[src/rtl/wb_arbiter.sv]
// Two-master to one-slave Wishbone B4 classic arbiter with round-robin grant
// and a bus-timeout abort so a missing slave cannot lock the shared bus.
module wb_arbiter #(
    parameter int unsigned ADDR_WIDTH = 4,
    parameter int unsigned DATA_WIDTH = 8,
    parameter int unsigned TIMEOUT    = 255
) (
    input  logic                  clk,
    input  logic                  rst,

    input  logic                  m0_cyc_i,
    input  logic                  m0_stb_i,
    input  logic                  m0_we_i,
    input  logic [ADDR_WIDTH-1:0] m0_adr_i,
    input  logic [DATA_WIDTH-1:0] m0_dat_i,
    output logic [DATA_WIDTH-1:0] m0_dat_o,
    output logic                  m0_ack_o,
    output logic                  m0_err_o,

    input  logic                  m1_cyc_i,
    input  logic                  m1_stb_i,
    input  logic                  m1_we_i,
    input  logic [ADDR_WIDTH-1:0] m1_adr_i,
    input  logic [DATA_WIDTH-1:0] m1_dat_i,
    output logic [DATA_WIDTH-1:0] m1_dat_o,
    output logic                  m1_ack_o,
    output logic                  m1_err_o,

    output logic                  s_cyc_o,
    output logic                  s_stb_o,
    output logic                  s_we_o,
    output logic [ADDR_WIDTH-1:0] s_adr_o,
    output logic [DATA_WIDTH-1:0] s_dat_o,
    input  logic [DATA_WIDTH-1:0] s_dat_i,
    input  logic                  s_ack_i,
    input  logic                  s_err_i
);

    typedef enum logic [1:0] {StIdle, StOwn0, StOwn1, StAbort} state_e;

    state_e       state_q;
    logic         last_q;
    logic [7:0]   tcnt_q;

    logic                  own0, own1, own;
    logic                  sel_cyc, sel_stb, sel_we;
    logic [ADDR_WIDTH-1:0] sel_adr;
    logic [DATA_WIDTH-1:0] sel_dat;
    logic                  waiting, timeout_hit, abort_cyc;

    always_comb begin
        own0    = (state_q == StOwn0);
        own1    = (state_q == StOwn1);
        own     = own0 | own1;

        sel_cyc = own1 ? m1_cyc_i : m0_cyc_i;
        sel_stb = own1 ? m1_stb_i : m0_stb_i;
        sel_we  = own1 ? m1_we_i  : m0_we_i;
        sel_adr = own1 ? m1_adr_i : m0_adr_i;
        sel_dat = own1 ? m1_dat_i : m0_dat_i;

        s_cyc_o = own & sel_cyc;
        // stb without cyc never reaches the slave
        s_stb_o = own & sel_cyc & sel_stb;
        s_we_o  = own & sel_we;
        s_adr_o = own ? sel_adr : '0;
        s_dat_o = own ? sel_dat : '0;

        waiting     = s_stb_o & ~s_ack_i & ~s_err_i;
        timeout_hit = waiting && (tcnt_q == 8'(TIMEOUT));

        m0_ack_o = own0 & s_ack_i;
        m0_err_o = own0 & (s_err_i | timeout_hit);
        m0_dat_o = own0 ? s_dat_i : '0;
        m1_ack_o = own1 & s_ack_i;
        m1_err_o = own1 & (s_err_i | timeout_hit);
        m1_dat_o = own1 ? s_dat_i : '0;

        // last_q names the aborted master while in StAbort
        abort_cyc = last_q ? m1_cyc_i : m0_cyc_i;
    end

    always_ff @(posedge clk) begin
        if (rst) begin
            state_q <= StIdle;
            last_q  <= 1'b1;
            tcnt_q  <= 8'd0;
        end else begin
            unique case (state_q)
                StIdle: begin
                    tcnt_q <= 8'd0;
                    if (m0_cyc_i && m1_cyc_i) begin
                        state_q <= last_q ? StOwn0 : StOwn1;
                    end else if (m0_cyc_i) begin
                        state_q <= StOwn0;
                    end else if (m1_cyc_i) begin
                        state_q <= StOwn1;
                    end
                end
                StOwn0, StOwn1: begin
                    if (!sel_cyc) begin
                        state_q <= StIdle;
                        last_q  <= own1;
                        tcnt_q  <= 8'd0;
                    end else if (timeout_hit) begin
                        state_q <= StAbort;
                        last_q  <= own1;
                        tcnt_q  <= 8'd0;
                    end else if (waiting) begin
                        tcnt_q <= tcnt_q + 8'd1;
                    end else begin
                        tcnt_q <= 8'd0;
                    end
                end
                StAbort: begin
                    tcnt_q <= 8'd0;
                    if (!abort_cyc) begin
                        state_q <= StIdle;
                    end
                end
                default: begin
                    state_q <= StIdle;
                    tcnt_q  <= 8'd0;
                end
            endcase
        end
    end

endmodule

[config.mk]
export PLATFORM = sky130hd
export DESIGN_NAME = wb_arbiter
export DESIGN_NICKNAME = d
export VERILOG_FILES = /design/src/rtl/wb_arbiter.sv
export SDC_FILE = /design/constraint.sdc
export NUM_CORES = 1
export LEC_CHECK = 0
export CORE_MARGIN = 4
export CORE_UTILIZATION = 37
export CTS_BUF_LIST = sky130_fd_sc_hd__clkbuf_8
export DETAILED_ROUTE_END_ITERATION = 16
export GPL_TIMING_DRIVEN = 0
export PLACE_DENSITY = 0.89
export SETUP_SLACK_MARGIN = 0.15
export SLEW_MARGIN = 10
export SYNTH_ARGS = -nofsm -noshare
export SYNTH_HDL_FRONTEND = slang
export SYNTH_SLANG_ARGS = --single-unit
[constraint.sdc]
create_clock -name clk -period 4.3 [get_ports clk]
set_input_delay 0.43 -clock clk [delete_from_list [all_inputs] [get_ports clk]]
set_output_delay 0.43 -clock clk [all_outputs]
set_load 0.01 [all_outputs]
==> metrics.md, run 1 <==
| Metric | Value |
|---|---|
| Status | finished, final reports clean |
| Row Count | 18 |
| Main synth FF type | dfxtp_1 |
| Synthesis-to-layout area growth | 86.9% |
| Avg WL per Cell | 14.2 µm |
| Worst path arrival time | 2.43 ns |
| Setup TNS | 0 ns |
| Core Region | 0.00250 mm² |
| CP required | 3.87 ns |
| Initial core utilization | 38.8% |
| Clock-pin slew on the worst setup and hold paths | 0.05 ns |
| Crit path max fanout | 10 |
| HPWL after DPL | 2760 µm |
| Antenna cells | 0 |
| First-pass GRT wire length | 4970 µm |
| CTS max path bufs | 2 |
| Fillcell total | 192 |
| Die width | 59.2 µm |
| Clock sink count | 11 |
| Synth Cell Area | 971 µm² |
| Hold buffer count at CTS | 0 |
| Antenna-violating nets left | 0 |
| F_max | 350 MHz |
| Worst reg-to-reg setup slack | 2.40 ns |
| Via density | 5.06 |
| Final setup fails | 0 |
| RSZ-0062 raised after global routing | false |
| CTS resizes | 0 |
| Largest net degree at the start of global routing | 11 |
| Maxcap violations | 0 |
| Yosys top cell by area | dfxtp_1 |
| Worst Setup Path Type | register to output pin |
| Skew-Pair Late Insertion Delay | 0.24 ns |
| # DRC | 0 |
| Layout Utilization | 72.6% |
| HP Class | register to register |
| Via count | 1169 |
| Fin crit period | 2.86 ns |
| Share of cells above drive strength 1 | 5.97% |
| Syn Area/Cell | 8.02 µm² |
| Overflow after GRT | 0 |
| Buffers on Ports | 76 |
| Pwr Density | 499 mW/mm² |
| Post-synthesis instance total | 121 |
| CTS HTree Levels | 1 |
| Register area share after synthesis | 22.7% |
| Synth cell types | 32 |
| Slew margin rel. | 74.3% |
| Post-CTS Setup Bufs | 0 |
| Startpoint Class | register |
| DRT Pass-1 Iters | 4 |
| Initial antenna violation count | 0 |
| CTS tree | built |
| Root Buffer | clkbuf_8 |
| Die H | 59.2 µm |
| Iteration-0 DRC count of the detailed router | 21 |
| Commonest cells in the netlist | nor2_1, and2_1, mux2i_1, dfxtp_1 |
| Top-count cell post-synth | nor2_1 |
| Synth Net Count | 169 |
| Post-synth EDFFs | 0 |
| I/O pin cnt | 77 |
| Tightest Pin Transition | 0.386 ns |
| Hold Violations, Final | 0 |
| Synth top area share | 22.7% |
| Slew Limit Fails | 0 |
| Maximum VDD drop | 0.360 mV |
| Yosys warning count | 0 |
| Ranking of synthesized cells by area | dfxtp_1, mux2i_1, and2_1 |
| Synth Register Bits | 11 |
| Die ar. | 0.00351 mm² |
| Final WL | 3270 µm |
| Number of global-route vias before repair | 1173 |
| Static Leak | 0.711 nW |
| Fin nets | 250 |
| Fin Clk Skew | 0.00915 ns |
| Fin crit share | 66.4% |
| CP Capture Type | output pin |
| Ys async rst share | 0% |
| Routability cong. | 0.837 |
| Total track usage | 18.4% |
| CTS Buf Count | 3 |
power by group:
| group | leakage (nW) | internal [mW] | switching, mW |
|---|---|---|---|
| clock | 0.0269 | 0.0625 | 0.0374 |
| sequential | 0.0892 | 0.116 | 0.0150 |
| combinational | 0.595 | 0.367 | 0.307 |
| total | 0.711 | 0.546 | 0.359 |
cells by family after synthesis:
| logic type | share of synthesized area [%] |
|---|---|
| AO/OA/AOI/OAI | 6.57 |
| buffers and inverters | 4.90 |
| AND/OR/NAND/NOR | 33.6 |
| multiplexers | 19.1 |
| XOR/XNOR | 5.41 |
| flip-flops | 22.7 |
| adder cells (fa/ha/maj) | 7.73 |
metrics by stage:
stage                     cells  area, µm²  total power, mW  setup WS, ns  hold slack [ns]
after floorplan             121        971            0.479          2.35            0.441
after global placement      227       1770            0.787          1.59            0.457
after detailed placement    227       1770            0.810          1.57            0.465
after CTS                   231       1810            0.912          1.45            0.491
after global routing        231       1810            0.963          1.29            0.532
final                       231       1810            0.905          1.44            0.501
per-layer routing:
| layer | routed length, µm | global-route usage [%] |
|---|---|---|
| met1 | 1100 | 15.9 |
| met2 | 1740 | 37.4 |
| met3 | 334 | 4.14 |
| met4 | 95 | 10.4 |
| met5 | 0 | 0 |
worst max-delay path, cell delays in order (launching register included):
cell and delay, ns:
dfxtp_1 0.33, inv_1 0.15, ha_1 0.16, buf_2 0.17, mux2i_1 0.27, nand2b_1 0.23
inv_1 0.14, a21oi_1 0.18, nor2b_1 0.07, clkdlybuf4s50_1 0.48
layout by cell type, fill, tap and decap left out, types with 2 or more instances in the layout:
cell             netlist  routed
clkdlybuf4s50_1        0      76
nor2_1                25      25
and2_1                18      18
mux2i_1               16      16
dfxtp_1               11      11
inv_1                  6       7
ha_1                   6       6
xor2_1                 5       5
nand2_1                4       4
nor2b_1                3       3
nand3_1                3       3
clkbuf_8               0       3
buf_2                  2       2
and3_1                 2       2
flip-flops by register name, summed over array words and instances, names as in the netlist:
signal and count:
tcnt_q 8, state_q 2, last_q 1
path summary, 6_finish.rpt:
check,end,cells after the start,from
worst max register to register,state_q[1]$_SDFFE_PP0P_,8,state_q[0]$_SDFFE_PP0P_
worst min-delay path,tcnt_q[0]$_SDFF_PP0_,1,tcnt_q[0]$_SDFF_PP0_
worst min register to register,tcnt_q[0]$_SDFF_PP0_,1,tcnt_q[0]$_SDFF_PP0_
worst max-delay path,m1_err_o,9,state_q[0]$_SDFFE_PP0P_
cell type report:
class / count / area [µm²] / area share (%)
multi-input combinational: 100 / 703 / 38.8
inverter: 6 / 22.5 / 1.24
buffer: 4 / 25.0 / 1.38
clock inverter: 1 / 3.75 / 0.207
timing repair buffer: 76 / 761 / 41.9
sequential: 11 / 220 / 12.1
clock buffer: 3 / 41.3 / 2.28
tap: 30 / 37.5 / 2.07
Note: power is estimated with default switching activity, not from simulation.
==> run 2: changes to the inputs <==
--- a/config.mk
+++ b/config.mk
@@ -6,11 +6,11 @@
 export NUM_CORES = 1
 export LEC_CHECK = 0
 export CORE_MARGIN = 4
-export CORE_UTILIZATION = 37
+export CORE_UTILIZATION = 34
 export CTS_BUF_LIST = sky130_fd_sc_hd__clkbuf_8
 export DETAILED_ROUTE_END_ITERATION = 16
 export GPL_TIMING_DRIVEN = 0
-export PLACE_DENSITY = 0.89
+export PLACE_DENSITY = 0.83
 export SETUP_SLACK_MARGIN = 0.15
 export SLEW_MARGIN = 10
 export SYNTH_ARGS = -nofsm -noshare
==> constraint.sdc (replaced) <==
create_clock -name clk -period 3 [get_ports clk]
set_input_delay 0.3 -clock clk [delete_from_list [all_inputs] [get_ports clk]]
set_output_delay 0.3 -clock clk [all_outputs]
set_load 0.01 [all_outputs]
==> run 2 against run 1 <==
  * Final area up 0.69%
  * Worst hold slack lost 0.028 ns
  * Clock skew is 0.0075 ns lower
  * Power increased by 44%
  * Non-clock buffer count unchanged
  * Combinational power grew 45%
  * Critical path depth unchanged
  * Via count fell by 5.8%
  * Core utilization fell by 5.8 points
  * Highest routed layer unchanged
  * Die area grew 7.6%
  * Clock power increased by 40%
  * Largest power group unchanged
  * Cell count increased by 0.43%
==> metrics.md, run 2 (synthesized netlist as in run 1, its figures left out) <==
| Metric | Value |
|---|---|
| Die H | 61.4 µm (+3.7%) |
| Root Buffer | clkbuf_8 |
| Commonest non-fill, non-tap cell in the layout | clkdlybuf4s50_1 |
| First-pass GRT wire length | 4900 µm (-1.4%) |
| Area occupied by multi-input gates | 714 µm² (+1.6%) |
| DRT Pass-1 Iters | 4 (unchanged) |
| Setup TNS | 0 ns (unchanged) |
| Static Leak | 0.718 nW (+0.93%) |
| Maximum VDD drop | 0.421 mV (+17%) |
| CTS HTree Levels | 1 (unchanged) |
| Fin crit share | 86.9% |
| Overflow after GRT | 0 (unchanged) |
| Total track usage | 17.1% (-1.3 points) |
| RSZ-0062 raised after global routing | false |
| Via count | 1101 (-5.8%) |
| DRT met1 WL | 1040 µm (-5.9%) |
| Top layer reached by signal wires | met4 |
| Core Region | 0.00273 mm² (+9.4%) |
| # DRC | 0 (unchanged) |
| Row Count | 19 (+1) |
| Buffers on Ports | 76 (unchanged) |
| Fin crit period | 2.61 ns |
| Final setup fails | 0 (unchanged) |
| Largest net degree at the start of global routing | 11 (unchanged) |
| HPWL after DPL | 2670 µm (-3.4%) |
| HP Class | register to register |
| Fin Clk Skew | 0.00164 ns (-0.00751 ns) |
| Avg WL per Cell | 13.1 µm (-7.3%) |
| Crit path max fanout | 10 (unchanged) |
| CTS Buf Count | 3 (unchanged) |
| Routability cong. | 0.787 (-6.0%) |
| Worst Setup Path Type | register to output pin |
| Status | finished, final reports clean |
| Fillcell total | 242 (+26%) |
| Share of cells above drive strength 1 | 6.97% (+1.0 points) |
| Final WL | 3050 µm (-6.9%) |
| Metal2 WL | 1690 µm (-2.7%) |
| Skew-Pair Late Insertion Delay | 0.23 ns (about the same) |
| CP Capture Type | output pin |
| Max reg flops | 8 (unchanged) |
| Via density | 4.75 (-6.2%) |
| Overall power | 1.31 mW (+44%) |
| CP required | 2.70 ns (-1.17 ns) |
| Startpoint Class | register |
| Slew margin rel. | 72.5% (-1.7 points) |
| CTS max path bufs | 2 (unchanged) |
| Antenna-violating nets left | 0 (unchanged) |
| Number of global-route vias before repair | 1105 (-5.8%) |
| Synthesis-to-layout area growth | 88.1% |
| Antenna cells | 0 (unchanged) |
| Tightest Pin Transition | 0.412 ns (+0.0259 ns) |
| CTS tree | built |
| Most frequent cells in the layout | clkdlybuf4s50_1, nor2_1, and2_1, mux2i_1, dfxtp_1 |
| Fin nets | 250 (unchanged) |
| Largest regs | tcnt_q: 8 flops, state_q: 2 flops, last_q: 1 flops |
| F_max | 384 MHz |
| Clock sink count | 11 (unchanged) |
| Reg with most FFs | tcnt_q |
| Die ar. | 0.00377 mm² (+7.6%) |
| Clock-pin slew on the worst setup and hold paths | 0.05 ns (about the same) |
| Initial antenna violation count | 0 (unchanged) |
| Die width | 61.4 µm (+3.7%) |
| Hold Violations, Final | 0 (unchanged) |
| Sequential cell area | 220 µm² (unchanged) |
| Hold buffer count at CTS | 0 (unchanged) |
| Metal3 WL | 284 µm (-15%) |
| I/O pin cnt | 77 (unchanged) |
| Iteration-0 DRC count of the detailed router | 35 (+67%) |
| Pwr Density | 714 mW/mm² (+43%) |
| Maxcap violations | 0 (unchanged) |
| Worst path arrival time | 2.31 ns (-0.12 ns) |
| Initial core utilization | 35.5% (-3.3 points) |
| Slew Limit Fails | 0 (unchanged) |
==> run 2: worst paths after layout <==
kind / from / end / slack (ns) / depth (start not counted)
worst max-delay path: state_q[0]$_SDFFE_PP0P_ / m0_err_o / 0.39 / 9
worst min register to register: tcnt_q[0]$_SDFF_PP0_ / tcnt_q[0]$_SDFF_PP0_ / 0.47 / 1
worst min-delay path: tcnt_q[0]$_SDFF_PP0_ / tcnt_q[0]$_SDFF_PP0_ / 0.47 / 1
worst max register to register: state_q[0]$_SDFFE_PP0P_ / state_q[1]$_SDFFE_PP0P_ / 1.15 / 8
==> run 2: layer usage <==
metal  track usage [%]  vias up
li1                  -      568
met1              16.2      483
met2              34.9       46
met3              4.40        4
met4              5.76        0
met5                 0        -
==> run 2: final cells by class <==
cell class,instances,share of cell area [%]
Timing Repair Buffer,76,41.6
Multi-Input combinational cell,100,39.1
Sequential cell,11,12.1
Clock buffer,3,2.26
Tap cell,31,2.12
Buffer,4,1.37
Inverter,6,1.23
Clock inverter,1,0.205
==> run 2: worst max-delay path, cell delays in order, from the launching register on <==
cell             delay [ns]
dfxtp_1                0.32
inv_1                  0.13
ha_1                   0.16
buf_2                  0.19
mux2i_2                0.27
nand2b_4               0.18
inv_1                  0.09
a21oi_1                0.18
nor2b_1                0.07
clkdlybuf4s50_1        0.48
==> run 2: repair_timing <==
action                     in CTS  in global routing
gates resized for setup         0                  2
setup endpoints to repair       0                  2
setup buffers                   0                  0
==> run 2: through the flow <==
stage | worst slack, ns | util, % | instance area (µm²) | hold slack (ns) | cells
2_1_floorplan | 1.18 | - | 971 | 0.394 | 121
3_3_place_gp | 0.563 | 64.8 | 1770 | 0.456 | 228
3_5_place_dp | 0.549 | 64.8 | 1770 | 0.462 | 228
4_1_cts | 0.334 | 66.4 | 1820 | 0.474 | 232
5_1_grt | 0.178 | 66.8 | 1830 | 0.501 | 232
6_report | 0.393 | 66.8 | 1830 | 0.473 | 232
==> run 2: power breakdown <==
group	switching [mW]	internal (mW)	leakage, nW
sequential	0.0190	0.166	0.0892
clock	0.0510	0.0894	0.0269
combinational	0.442	0.538	0.601
total	0.511	0.794	0.718
